<file path="src/rtl/stopwatch_pkg.sv">
// Shared types and constants for the stopwatch mode controller.
package stopwatch_pkg;

  localparam int FIELD_W = 6;
  localparam logic [FIELD_W-1:0] MAX_FIELD = 6'd59;

  typedef enum logic [1:0] {
    ST_PAUSED = 2'd0,
    ST_RUN    = 2'd1,
    ST_ADJUST = 2'd2
  } state_e;

  // Wraps a minutes/seconds field 59 -> 0.
  function automatic logic [FIELD_W-1:0] inc_mod60(input logic [FIELD_W-1:0] v);
    return (v == MAX_FIELD) ? '0 : v + 6'd1;
  endfunction

endpackage

</file>
<file path="src/rtl/stopwatch_ctrl_tick_gen.sv">
// Prescaler: counts 0..DIV-1 while enabled and pulses tick on the last count.
module tick_gen #(
  parameter int unsigned DIV = 2
) (
  input  logic clk,
  input  logic rst_n,
  input  logic en,
  input  logic clr,
  output logic tick
);

  localparam int W = (DIV > 2) ? $clog2(DIV) : 1;
  localparam logic [W-1:0] LAST = W'(DIV - 1);

  logic [W-1:0] count_q, count_d;

  // clr dominates en; a disabled prescaler holds its count.
  always_comb begin
    count_d = count_q;
    if (clr) begin
      count_d = '0;
    end else if (en) begin
      count_d = (count_q == LAST) ? '0 : count_q + 1'b1;
    end
  end

  assign tick = en & ~clr & (count_q == LAST);

  always_ff @(posedge clk or negedge rst_n) begin
    if (!rst_n) begin
      count_q <= '0;
    end else begin
      count_q <= count_d;
    end
  end

endmodule

</file>
<file path="src/rtl/stopwatch_ctrl.sv">
// Stopwatch mode controller: button edge detect, RUN/PAUSED/ADJUST FSM and MM:SS timekeeping.
module stopwatch_ctrl
  import stopwatch_pkg::*;
#(
  parameter int unsigned TICK_DIV = 100_000_000,
  parameter int unsigned ADJ_DIV  = 50_000_000
) (
  input  logic               clk,
  input  logic               rst_n,
  input  logic               rst_lvl,
  input  logic               pause_lvl,
  input  logic               adj,
  input  logic               sel,
  output logic [FIELD_W-1:0] minutes,
  output logic [FIELD_W-1:0] seconds,
  output logic               running,
  output logic               blink
);

  state_e             state_q, state_d;
  logic [FIELD_W-1:0] min_q, min_d;
  logic [FIELD_W-1:0] sec_q, sec_d;
  logic               blink_q, blink_d;
  logic               rst_q, pause_q;
  logic               rst_p, pause_p;
  logic               run_en, run_clr, run_tick;
  logic               adj_en, adj_clr, adj_tick;

  assign rst_p   = rst_lvl & ~rst_q;
  assign pause_p = pause_lvl & ~pause_q;

  // The run prescaler only advances on cycles where the tick would actually be
  // applied, so a pause or mode change never drops a pending second.
  assign run_en  = (state_q == ST_RUN) & ~adj & ~pause_p;
  assign run_clr = rst_p | (state_q == ST_ADJUST);

  assign adj_en  = (state_q == ST_ADJUST) & adj;
  assign adj_clr = (state_q != ST_ADJUST) | ~adj;

  tick_gen #(.DIV(TICK_DIV)) u_run_tick (
    .clk   (clk),
    .rst_n (rst_n),
    .en    (run_en),
    .clr   (run_clr),
    .tick  (run_tick)
  );

  tick_gen #(.DIV(ADJ_DIV)) u_adj_tick (
    .clk   (clk),
    .rst_n (rst_n),
    .en    (adj_en),
    .clr   (adj_clr),
    .tick  (adj_tick)
  );

  // Priority chain: button reset, mode switch, pause toggle, then ticks.
  always_comb begin
    state_d = state_q;
    min_d   = min_q;
    sec_d   = sec_q;
    blink_d = blink_q;
    if (rst_p) begin
      min_d = '0;
      sec_d = '0;
      if (state_q != ST_ADJUST) begin
        state_d = ST_PAUSED;
      end
    end else if (adj && (state_q != ST_ADJUST)) begin
      state_d = ST_ADJUST;
    end else if (!adj && (state_q == ST_ADJUST)) begin
      state_d = ST_PAUSED;
      blink_d = 1'b0;
    end else if (pause_p && (state_q != ST_ADJUST)) begin
      state_d = (state_q == ST_RUN) ? ST_PAUSED : ST_RUN;
    end else if (run_tick) begin
      sec_d = inc_mod60(sec_q);
      if (sec_q == MAX_FIELD) begin
        min_d = inc_mod60(min_q);
      end
    end else if (adj_tick) begin
      blink_d = ~blink_q;
      if (sel) begin
        sec_d = inc_mod60(sec_q);
      end else begin
        min_d = inc_mod60(min_q);
      end
    end
  end

  always_ff @(posedge clk or negedge rst_n) begin
    if (!rst_n) begin
      state_q <= ST_PAUSED;
      min_q   <= '0;
      sec_q   <= '0;
      blink_q <= 1'b0;
      rst_q   <= 1'b0;
      pause_q <= 1'b0;
    end else begin
      state_q <= state_d;
      min_q   <= min_d;
      sec_q   <= sec_d;
      blink_q <= blink_d;
      rst_q   <= rst_lvl;
      pause_q <= pause_lvl;
    end
  end

  assign minutes = min_q;
  assign seconds = sec_q;
  assign running = (state_q == ST_RUN);
  assign blink   = blink_q;

endmodule
</file>
<file path="config.mk">
export PLATFORM = sky130hd
export DESIGN_NAME = stopwatch_ctrl
export DESIGN_NICKNAME = d
export VERILOG_FILES = /design/src/rtl/stopwatch_pkg.sv /design/src/rtl/stopwatch_ctrl_tick_gen.sv /design/src/rtl/stopwatch_ctrl.sv
export SDC_FILE = /design/constraint.sdc
export NUM_CORES = 1
export LEC_CHECK = 0
export CAP_MARGIN = 25
export CORE_MARGIN = 2
export CORE_UTILIZATION = 54
export CTS_CLUSTER_DIAMETER = 100
export DETAILED_ROUTE_END_ITERATION = 12
export GPL_ROUTABILITY_DRIVEN = 0
export HOLD_SLACK_MARGIN = 0.1
export PLACE_DENSITY = 0.73
export SLEW_MARGIN = 20
export SYNTH_ARGS = -nofsm -noshare
export SYNTH_HDL_FRONTEND = slang
export SYNTH_SLANG_ARGS = --single-unit
</file>
<file path="constraint.sdc">
create_clock -name clk -period 1.8 [get_ports clk]
set_input_delay 0.36 -clock clk [delete_from_list [all_inputs] [get_ports clk]]
set_output_delay 0.36 -clock clk [all_outputs]
set_load 0.01 [all_outputs]
</file>
## Yosys cells after proc, flatten, opt, wreduce, memory -nomap -nowiden

Index checks and enable logic that the tools add are counted.

- Bits in registers: 70

- Reductions and logical operators: 14
- Mux-type cells: 33
- Add/sub/neg operators: 4
- Equal/unequal tests: 15
- Bitwise logic cells: 20

Operators by type and width:

| operator | count |
|---|---|
| $mux W6 | 17 |
| $mux W27 | 3 |
| $mux W26 | 3 |
| $add A27 B1 Y27 const B | 1 |
| $eq A27 B27 Y1 const B | 1 |
| $add A26 B1 Y26 const B | 1 |
| $eq A26 B26 Y1 const B | 1 |
| $add A6 B1 Y6 const B | 2 |
| $eq A6 B6 Y1 const B | 2 |
| $mux W2 | 5 |
| $ne A2 B2 Y1 const B | 5 |
| $reduce_and A5 Y1 | 2 |
| $and A1 B1 Y1 | 9 |
| $not A1 Y1 | 9 |
| $reduce_and A6 Y1 | 1 |
| $reduce_bool A2 Y1 | 3 |
| $reduce_bool A3 Y1 | 2 |
| $mux W1 | 5 |
| $ne A2 B1 Y1 const B | 2 |
| $reduce_bool A4 Y1 | 1 |
| $logic_and A1 B1 Y1 | 3 |
| $ne A3 B1 Y1 const B | 1 |
| $ne A3 B2 Y1 const B | 1 |
| $eq A2 B1 Y1 const B | 1 |
| 4 further kinds | 5 |

## Longest topological paths before layout

Gate-level depths: netlist of the first run.

- Depth in word-level cells: 11
- Depth in mapped cells: 9

## By module

A second synthesis of the first run with hierarchy kept.

- Cell total of the unflattened synthesis: 475
- Area total of the unflattened synthesis: 4230.3 sq um

Modules (own cells, without submodules):

| module | area an instance (sq um) | times used | cells each |
|---|---|---|---|
| tick_gen at u_adj_tick | 1667.8 | 1 | 195 |
| tick_gen at u_run_tick | 1585.3 | 1 | 177 |
| stopwatch_ctrl | 977.2 | 1 | 103 |

## Worst setup path before layout of the first run

No wires, ideal clock.

- Kind: register -> register
- Start point: reg u_run_tick.count_q[0]
- End point: reg u_run_tick.count_q[14]
- Stages on the path, launching flop included: 9
- Buffers on the path: 1
- Data arrival time: 1857 ps
- Library setup time: 83 ps
- Path slack: -140 ps
- Clock period less this slack: 1940 ps
- Cells stage by stage: dfrtp_1 ha_1 and3_1 nand4_2 nor2_1 or3_1 clkbuf_1 or3_1 o21ai_0

- Word-level cells in the longest chain between the ends: 4

Ends and longest elaborated chain:

| item | RTL line | source |
|---|---|---|
| start: declaration | stopwatch_ctrl_tick_gen.sv:15 | `logic [W-1:0] count_q, count_d;` |
| start signal: assignment | stopwatch_ctrl_tick_gen.sv:33 | `count_q <= count_d;` |
| $add A27 B1 Y27 or $eq A27 B27 Y1 (tied branches) | stopwatch_ctrl_tick_gen.sv:23 | `count_d = (count_q == LAST) ? '0 : count_q + 1'b1;` |
| $mux W27 (*) | stopwatch_ctrl_tick_gen.sv:23 |  |
| $mux W27 (*) | stopwatch_ctrl_tick_gen.sv:22 | `end else if (en) begin` |
| $mux W27 (*) | stopwatch_ctrl_tick_gen.sv:20 | `if (clr) begin` |

Mark *: on every way between the ends. The rest lies on a longest branch, timed or not. The select of a mux whose other input is x is not followed.
A chain may end at the register's enable or synchronous reset.

## Worst setup path in the final report of the first run

- Start point: reg u_run_tick.count_q[8]
- End point: reg u_run_tick.count_q[26]

The elaborated chain is that of the path after synthesis.

==> run metrics, run 1 <==
status finished, violations left; failing checks setup timing; Finished Layout Cells 677; Clock Skew 0.00925 ns; Register-to-Register Path Depth 8; number of remaining DRC errors 0; Leak 2.56 nW; Main synth FF type dfrtp_1; GRT Util Overall 30.0%; met3 usage 4.57%; Num CTS Buffers 9; area growth from synthesis to layout 50.2%; vias per cell 6.20; DP Wirelength 6830 µm; Gate Count Post-Synth 427; CTS clk-pin slew, worst paths 0.08 ns; worst setup margin -0.272 ns; final hold vios 0; RSZ-0062 raised after global routing yes; share of post-route cells with drive strength above 1 37.5%; Slew Viols, Final 0; required time of the critical path 2.04 ns; Final Instance Area 5840 µm²; Critical Path Stages 8; die area 7900 µm²; Buf+Inv Stages, Crit Path 2; DRT Wirelength 12500 µm; pre-CTS WS -0.589 ns; synth warn 0; CP dominant cell by count buf_4; CP Cell Sequence buf_4 -> buf_4 -> and3_1 -> and3_4 -> nand3_4 -> o31a_1 -> o21ai_0 -> nand2_1; worst slew pin tran 0.681 ns; busiest layer in global routing met2; post-synthesis sequential area ratio 45.0%; vias 4200; initial antenna violation count 0; Final Setup Violations 63; DP Cell Count 642; slowest stage delay, CP 0.43 ns; worst min path class flip-flop to flip-flop; Worst Hold Depth 1; critical path class flip-flop to flip-flop; grt met1 use 38.6%; CP max FO 7; PD cells 582 nW/µm²; number of synthesized flops with an enable pin 0; Async SR Flop Fraction 100%; CTS tree built; pin count of the biggest net entering global routing 71; total power 3.40 mW; global-route wire length before repair 18300 µm; unique cell type count in the Yosys netlist 52; Die Y 88.9 µm; delay-heaviest family, CP simple AND/OR/NAND/NOR gates; Max stage delay cell, worst path dfrtp_1; clk root buf clkbuf_8; Die Wd 88.9 µm; ANT cells 0; Worst Setup End Kind flip-flop; met2 Use GR 50.3%; Synth Cell Area 3890 µm²; DR iter-0 viols 366; Final Net Count 586; first-pass iteration count of the detailed router 5; relative slew slack 54.3%; register bit count reported by yosys 70; drt wl/cell 18.5 µm; max-cap violation count 0; Longest Clk Path Bufs 2; # port buffers 19; FILL cells 345; Initial Utilization 56.6%; Core Area 6870 µm²; Final min period 2.07 ns; Syn Area/Cell 9.11 µm²; placed instance area 5060 µm²; hold slack 0.512 ns; clk sinks 70; Critical Path Start Type flip-flop; Final ANT Viol Nets 0; Post-Syn Nets 437; worst-skew pair later-pin latency 0.36 ns; period utilisation layout 115%; FP Rows 30; Max Fclk 483 MHz; VDD IR-drop max 0.492 mV; vias in the first global route 3887; Worst EP arrival 2.31 ns; H-tree depth 3; total gr overflow 0; # IOs 20
==> cell usage after synthesis, types with 3 or more instances <==
cell,count,share of area [%]
nand2b_1,7,1.1
a21oi_1,19,2.4
nor4bb_1,3,0.77
nand2_1,42,4.1
nand3_1,26,3.3
inv_1,13,1.3
xnor2_1,14,3.2
o21ai_0,26,3.3
clkbuf_1,7,0.68
dfrtp_1,70,45
nor2_1,42,4.1
or3_1,10,1.6
nor4b_1,3,0.68
nor3_2,5,1.3
ha_1,4,1.3
nand4_1,9,1.4
a41oi_1,5,1.1
and2_1,5,0.80
o31ai_1,5,0.97
o21ai_1,4,0.51
xor2_1,8,1.8
nor3_1,10,1.3
nor4_1,7,1.1
nor2b_1,5,0.80
buf_2,4,0.51
and3_1,17,2.7
a31oi_1,22,3.5
==> registers in the layout, indices dropped and copies added (netlist names) <==
name,flops
seconds,6
u_run_tick.count_q,27
blink,1
u_adj_tick.count_q,26
state_q,2
minutes,6
rst_q,1
pause_q,1
==> final timing paths <==
kind / slack (ns) / from / end
setup / recovery: -0.27 / u_run_tick.count_q[8] / u_run_tick.count_q[26]
hold / removal: 0.51 / u_run_tick.count_q[21] / u_run_tick.count_q[21]
setup reg to reg: -0.27 / u_run_tick.count_q[8] / u_run_tick.count_q[26]
hold reg to reg: 0.51 / u_run_tick.count_q[21] / u_run_tick.count_q[21]
max in group asynchronous: 0.90 / rst_n / u_adj_tick.count_q[8]
min in group asynchronous: 0.52 / rst_n / minutes[2]
==> cell families (layout without fill, tap and decap cells) <==
family | Yosys count | after routing | synth area share [%]
adder cells (fa/ha/maj) | 4 | 4 | 1.29
multiplexers | 2 | 2 | 0.515
XOR/XNOR | 22 | 22 | 4.95
flip-flops | 70 | 70 | 45.0
buffers and inverters | 28 | 181 | 3.41
AND/OR/NAND/NOR | 208 | 209 | 30.2
AO/OA/AOI/OAI | 93 | 93 | 14.6
==> layout by cell type (no fill, tap or decap), types with 5 or more instances in the layout <==
cell type and instances:
buf_4 115, dfrtp_1 66, nand2_1 41, nor2_1 40, nand3_1 22, a31oi_1 22, a21oi_1 19, clkdlybuf4s50_1 17
o21ai_0 16, xnor2_1 14, and3_1 13, inv_1 12, clkbuf_8 10, nand4_1 9, o21ai_1 9, xor2_1 8
buf_6 8, nor3_2 6, nor3_1 6, nand2b_1 6, buf_12 6, nor2b_1 5, nor4_4 5, or3_4 5
and2_1 5, or3_1 5, nor3_4 5
==> where the power goes <==
group / switching, mW / internal [mW] / leakage [nW] / total (mW)
Combinational: 0.232 / 0.217 / 1.51 / 0.448
Sequential: 0.0165 / 1.59 / 0.960 / 1.61
Clock: 0.664 / 0.679 / 0.0955 / 1.34
Total: 0.912 / 2.49 / 2.56 / 3.40
==> layout make-up <==
type / instances / area, µm² / area share [%]
inverter: 13 / 48.8 / 0.835
timing repair buffer: 152 / 1330 / 22.8
tap: 96 / 120 / 2.06
clock buffer: 11 / 141 / 2.42
sequential: 70 / 1760 / 30.1
multi-input combinational: 330 / 2380 / 40.8
clock inverter: 5 / 58.8 / 1.01
==> stage by stage <==
step | TNS (ns) | utilization (%)
CTS | -5.23 | 81.4
detailed placement | -17.26 | 73.7
global placement | -14.93 | 73.7
global route | -15.74 | 85.0
floorplan | -0.158 | -
finish | -11.23 | 85.0
==> per-layer routing <==
metal | up-vias | share of wire (%)
li1 | 1865 | -
met1 | 2026 | 39
met4 | 0 | 3.7
met3 | 65 | 7.3
met2 | 244 | 50
met5 | - | 0
==> timing repair <==
| item | CTS | global route |
|---|---|---|
| hold endpoints to repair | 70 | 0 |
| pin swaps | 15 | 13 |
| gates cloned | 3 | 2 |
| resized for setup | 48 | 34 |
| buffers inserted | 7 | 7 |
| hold buffers | 1 | 0 |
| setup endpoints to repair | 65 | 64 |
Note: power is estimated with default switching activity, not from simulation.
==> run 2, diff against run 1 <==
ABC_AREA = 1   (was default)
CORE_UTILIZATION = 57   (was 54)
CTS_BUF_LIST = sky130_fd_sc_hd__clkbuf_4   (was default)
PLACE_DENSITY = 0.76   (was 0.73)
REMOVE_ABC_BUFFERS = 1   (was default)
==> run metrics, run 2 <==
status finished, final reports clean; delay-heaviest family, CP buffers and inverters; RSZ-0062 raised after global routing yes; clk sinks 70; FP Rows 31; vias in the first global route 4057; count leader, synth nand2_1; pre-CTS WS -0.144 ns; largest registers u_run_tick.count_q x27, u_adj_tick.count_q x26; worst reg2reg startpoint u_run_tick.count_q[0]; Sw Share 33.2%; CTS clk-pin slew, worst paths 0.12 ns; sequential power share 44.7%; compound-cell area share of the yosys netlist 7.26%; drt wl/cell 13.9 µm; H-tree depth 3; Register-to-Register Path Depth 10; Yosys top cell by area dfrtp_1; DR iter-0 viols 310; fraction of power consumed by the clock network 26.4%; Final Net Count 686; Synth Area in XOR/XNOR 5.63%; share of post-route cells with drive strength above 1 18.9%; worst-skew pair later-pin latency 0.43 ns; total gr overflow 0; Final Setup Violations 0; post-synthesis sequential area ratio 40.2%; worst slew pin tran 0.570 ns; Async SR Flop Fraction 100%; vias per cell 5.41; # port buffers 19; reg2reg end u_run_tick.count_q[1]; Commonest cells post-synth nand2_1, nor2_1, dfrtp_1; DP Wirelength 7740 µm; required time of the critical path 1.44 ns; die area 8360 µm²; Biggest register u_run_tick.count_q; DRT Wirelength 10900 µm; CP Cell Sequence clkdlybuf4s50_1; Die Wd 91.5 µm; total power 3.91 mW; Syn Area/Cell 7.24 µm²; Worst Hold Depth 1; leading cell types in the layout, fill and taps excluded nand2_1, nor2_1, dfrtp_1; top-area cell type share of the netlist area 40.2%; mux cell area share after synthesis 0%; Critical Path Start Type flip-flop; first-pass iteration count of the detailed router 5; number of synthesized flops with an enable pin 0; CP max FO 2; VDD IR-drop max 0.548 mV; Worst Setup End Kind output pin; Final ANT Viol Nets 0; Layout Utilization 71.6%; Final min period 1.76 ns; Longest Clk Path Bufs 2; Max Fclk 568 MHz; top cells by area, synth dfrtp_1, nand2_1, nor2_1, inv_1, xor2_1; Worst EP arrival 1.40 ns; NetSw 1.30 mW; initial antenna violation count 0; final hold vios 0; Num CTS Buffers 9; GRT Util Overall 27.4%; crit path from minutes[4]; Main synth FF type dfrtp_1; Endpoint, Worst Hold rst_q; number of remaining DRC errors 0; synth warn 0; relative slew slack 61.9%; Gate Count Post-Synth 602; commonest non-fill, non-tap cell in the layout nand2_1; Die Y 91.5 µm; PD cells 745 nW/µm²; worst setup margin 0.0393 ns; vias 4220; register bit count reported by yosys 70; largest family of logic cells by synthesized area simple AND/OR/NAND/NOR gates; CTS tree built; area growth from synthesis to layout 20.4%; period utilisation layout 97.8%; global-route wire length before repair 18700 µm; ANT cells 0; worst hold path startpoint rst_lvl; Clock Skew 0.0126 ns; Initial Utilization 59.5%; flop2flop setup slack 0.09 ns; worst min path class input pin to flip-flop; Buf+Inv Stages, Crit Path 1; max-cap violation count 0; # IOs 20; Synth Area in Simple Gates 39.4%; pin count of the biggest net entering global routing 71; Leak 2.19 nW; Slew Viols, Final 0; Internal 2.61 mW; Logic pwr share 28.9%; unique cell type count in the Yosys netlist 38; Core Area 7330 µm²; Max stage delay cell, worst path clkdlybuf4s50_1; slowest stage delay, CP 0.55 ns; max reg flops 27; Synth Cell Area 4360 µm²; Adder-Cell Fraction of Synth Area 1.15%; critical path class flip-flop to output pin; clk root buf clkbuf_4
==> run 2: stage by stage <==
stage,TNS [ns],instance area [µm²],instances,hold slack [ns]
final,0,5250,780,0.407
after global routing,-0.0936,5250,780,0.413
after CTS,0,5130,774,0.390
after detailed placement,-1.97,4900,746,0.419
after global placement,-0.729,4900,746,0.413
after floorplan,0,4300,593,0.0644
==> run 2: area by class of cell <==
cell class	instances	area (µm²)
multi-input cells	464	2390
fillers	569	2080
flip-flops and latches	70	1760
repair buffers	72	612
inverters	59	224
well taps	99	124
clock buffers	10	75.1
clock inverters	6	62.6
==> run 2: worst max path at each step <==
| stage | endpoint | slack [ns] | cells past startpoint |
|---|---|---|---|
| 2_1_floorplan | u_run_tick.count_q[1] | 0.14 | 9 |
| 3_3_place_gp | seconds[1] | -0.09 | 9 |
| 3_5_place_dp | u_run_tick.count_q[11] | -0.14 | 8 |
| 4_1_cts | seconds[1] | 0.001 | 1 |
| 5_1_grt | seconds[3] | -0.02 | 8 |
| 6_report | minutes[4] | 0.04 | 1 |
==> run 2: per-layer routing <==
metal | global-route usage [%] | up-vias | wire length, µm
met5 | 0 | - | 0
met4 | 9.34 | 0 | 166
met3 | 3.49 | 13 | 596
met2 | 42.1 | 128 | 5010
met1 | 40.2 | 1984 | 5100
li1 | - | 2095 | -
==> run 2: power groups by stage <==
| stage | Combinational [mW] | Clock (mW) | Sequential [mW] |
|---|---|---|---|
| floorplan | 0.438 | 0 | 1.82 |
| global placement | 0.937 | 0 | 1.80 |
| detailed placement | 0.967 | 0 | 1.81 |
| CTS | 1.09 | 1.04 | 1.74 |
| global route | 1.24 | 1.10 | 1.76 |
| finish | 1.13 | 1.03 | 1.75 |
==> run 2: cells by family (layout without fill, tap and decap cells) <==
family / after synthesis / in the layout
buffers and inverters: 68 / 147
xor gates and xnor gates: 28 / 28
and+or+nand+nor: 379 / 379
DFF: 70 / 70
adders and majority gates: 4 / 4
AOI/OAI and AO/OA: 53 / 53
==> run 2: what timing repair did <==
| action | CTS | global route |
|---|---|---|
| hold endpoints to repair | 70 | 0 |
| gates resized for setup | 5 | 14 |
| hold buffers | 1 | 0 |
| setup endpoints to repair | 12 | 30 |
| setup buffers | 11 | 6 |
| gates cloned | 0 | 0 |
| pin swaps | 0 | 7 |
==> run 3, diff against run 2 <==
ABC_AREA = default   (was 1)
CORE_UTILIZATION = 56   (was 57)
PLACE_DENSITY = 0.75   (was 0.76)
==> run metrics, run 3 (synthesized netlist as in run 1, its figures left out) <==
clk sinks 70; busiest layer in global routing met2; Layout Utilization 90.0%; leading cell types in the layout, fill and taps excluded buf_4, dfrtp_1, nand2_1; worst setup margin -0.520 ns; Worst Setup End Kind flip-flop; max reg flops 27; # port buffers 19; vias per cell 7.27; period utilisation layout 129%; Num CTS Buffers 9; CP Cell Sequence nor4b_2 -> buf_4 -> nand4_1 -> nor3_4 -> buf_6 -> o21ai_4 -> o31ai_1; Finished Layout Cells 664; Final min period 2.32 ns; DR iter-0 viols 670; critical path class flip-flop to flip-flop; Die Y 87.3 µm; relative slew slack 51.1%; Worst EP arrival 2.65 ns; setup TNS -20.79 ns; PD cells 521 nW/µm²; share of post-route cells with drive strength above 1 45.7%; Die Wd 87.3 µm; Final Net Count 589; Core Area 6760 µm²; slowest stage delay, CP 0.43 ns; Leak 2.61 nW; met3 usage 5.59%; worst slew pin tran 0.730 ns; Initial Utilization 57.6%; VDD IR-drop max 0.377 mV; Final ANT Viol Nets 0; worst-skew pair later-pin latency 0.46 ns; Slew Viols, Final 0; Max Fclk 431 MHz; global-route wire length before repair 19000 µm; Final Setup Violations 67; DP Wirelength 6890 µm; final hold vios 0; Clock Skew 0.0333 ns; first-pass iteration count of the detailed router 6; H-tree depth 3; largest registers u_run_tick.count_q x27, u_adj_tick.count_q x26; area growth from synthesis to layout 56.3%; hold slack 0.471 ns; failing checks setup timing; Longest Clk Path Bufs 2; max-cap violation count 0; pin count of the biggest net entering global routing 71; DRT Wirelength 16700 µm; die area 7630 µm²; FP Rows 30; Biggest register u_run_tick.count_q; total gr overflow 0; ANT cells 0; CP max FO 4; clk root buf clkbuf_4; CTS clk-pin slew, worst paths 0.15 ns; RSZ-0062 raised after global routing yes; number of remaining DRC errors 0; drt wl/cell 25.1 µm; grt met1 use 39.7%; DP Cell Count 626; required time of the critical path 2.13 ns; Critical Path Start Type flip-flop; CTS tree built; initial antenna violation count 0; vias in the first global route 4042; GRT Util Overall 31.7%; commonest non-fill, non-tap cell in the layout buf_4; # IOs 20; status finished, violations left; Max stage delay cell, worst path dfrtp_1; worst min path class input pin to async pin; vias 4829; met2 Use GR 52.7%
[run 3: cell count changes in the layout (fill, tap and decap cells not counted), moves of 14 or more]
cell / change
nand2_1: -113
a31oi_1: +17
buf_4: +70
nand3_1: -14
nor2_1: -92
inv_1: -39
[run 3: layer usage]
metal | vias up | routed length (µm)
li1 | 1867 | -
met1 | 2262 | 5560
met2 | 513 | 7720
met3 | 187 | 1920
met4 | 0 | 1500
met5 | - | 0
[run 3: final cells by class]
cell class | count | area, µm²
Multi-Input combinational cell | 330 | 2660
Sequential cell | 70 | 1750
Timing Repair Buffer | 155 | 1390
Fill cell | 242 | 678
Tap cell | 80 | 100
Clock buffer | 11 | 82.6
Clock inverter | 5 | 50.0
Inverter | 13 | 48.8
[run 3: critical path: cells and delay by family (launching register included)]
kind	cells	cell delay [ns]
AO/OA/AOI/OAI	2	0.39
buffers and inverters	2	0.36
flip-flops	1	0.43
AND/OR/NAND/NOR	3	1.00
[run 3: path summary, 6_finish.rpt]
kind	depth (start not counted)	start	slack [ns]	to
min reg2reg	1	minutes[5]	0.55	minutes[5]
max reg2reg	7	u_run_tick.count_q[9]	-0.52	minutes[2]
min in group clk	2	rst_lvl	0.49	rst_q
max in group asynchronous	3	rst_n	0.94	u_adj_tick.count_q[13]
min	3	rst_n	0.47	rst_q
max	7	u_run_tick.count_q[9]	-0.52	minutes[2]
[run 3: per-stage QoR]
stage	total power, mW	setup slack [ns]	instance area [µm²]
finish	3.17	-0.520	6080
global route	3.23	-0.506	6080
CTS	2.98	-0.191	5490
detailed placement	1.98	-0.534	5000
global placement	1.97	-0.435	5000
floorplan	1.76	-1.66	3810
[run 3: repair_timing]
| item | 4_1_cts | 5_1_grt |
|---|---|---|
| pin swaps | 14 | 47 |
| buffers inserted | 11 | 7 |
| endpoints found under the setup margin | 73 | 71 |
| gates resized for setup | 58 | 107 |
| hold buffers | 1 | 0 |
| hold endpoints to repair | 70 | 0 |
| gates cloned | 4 | 4 |
[run 3: power by group]
| group | internal [mW] | switching [mW] |
|---|---|---|
| Sequential | 1.60 | 0.0174 |
| Clock | 0.444 | 0.646 |
| Combinational | 0.190 | 0.273 |
| Total | 2.23 | 0.937 |
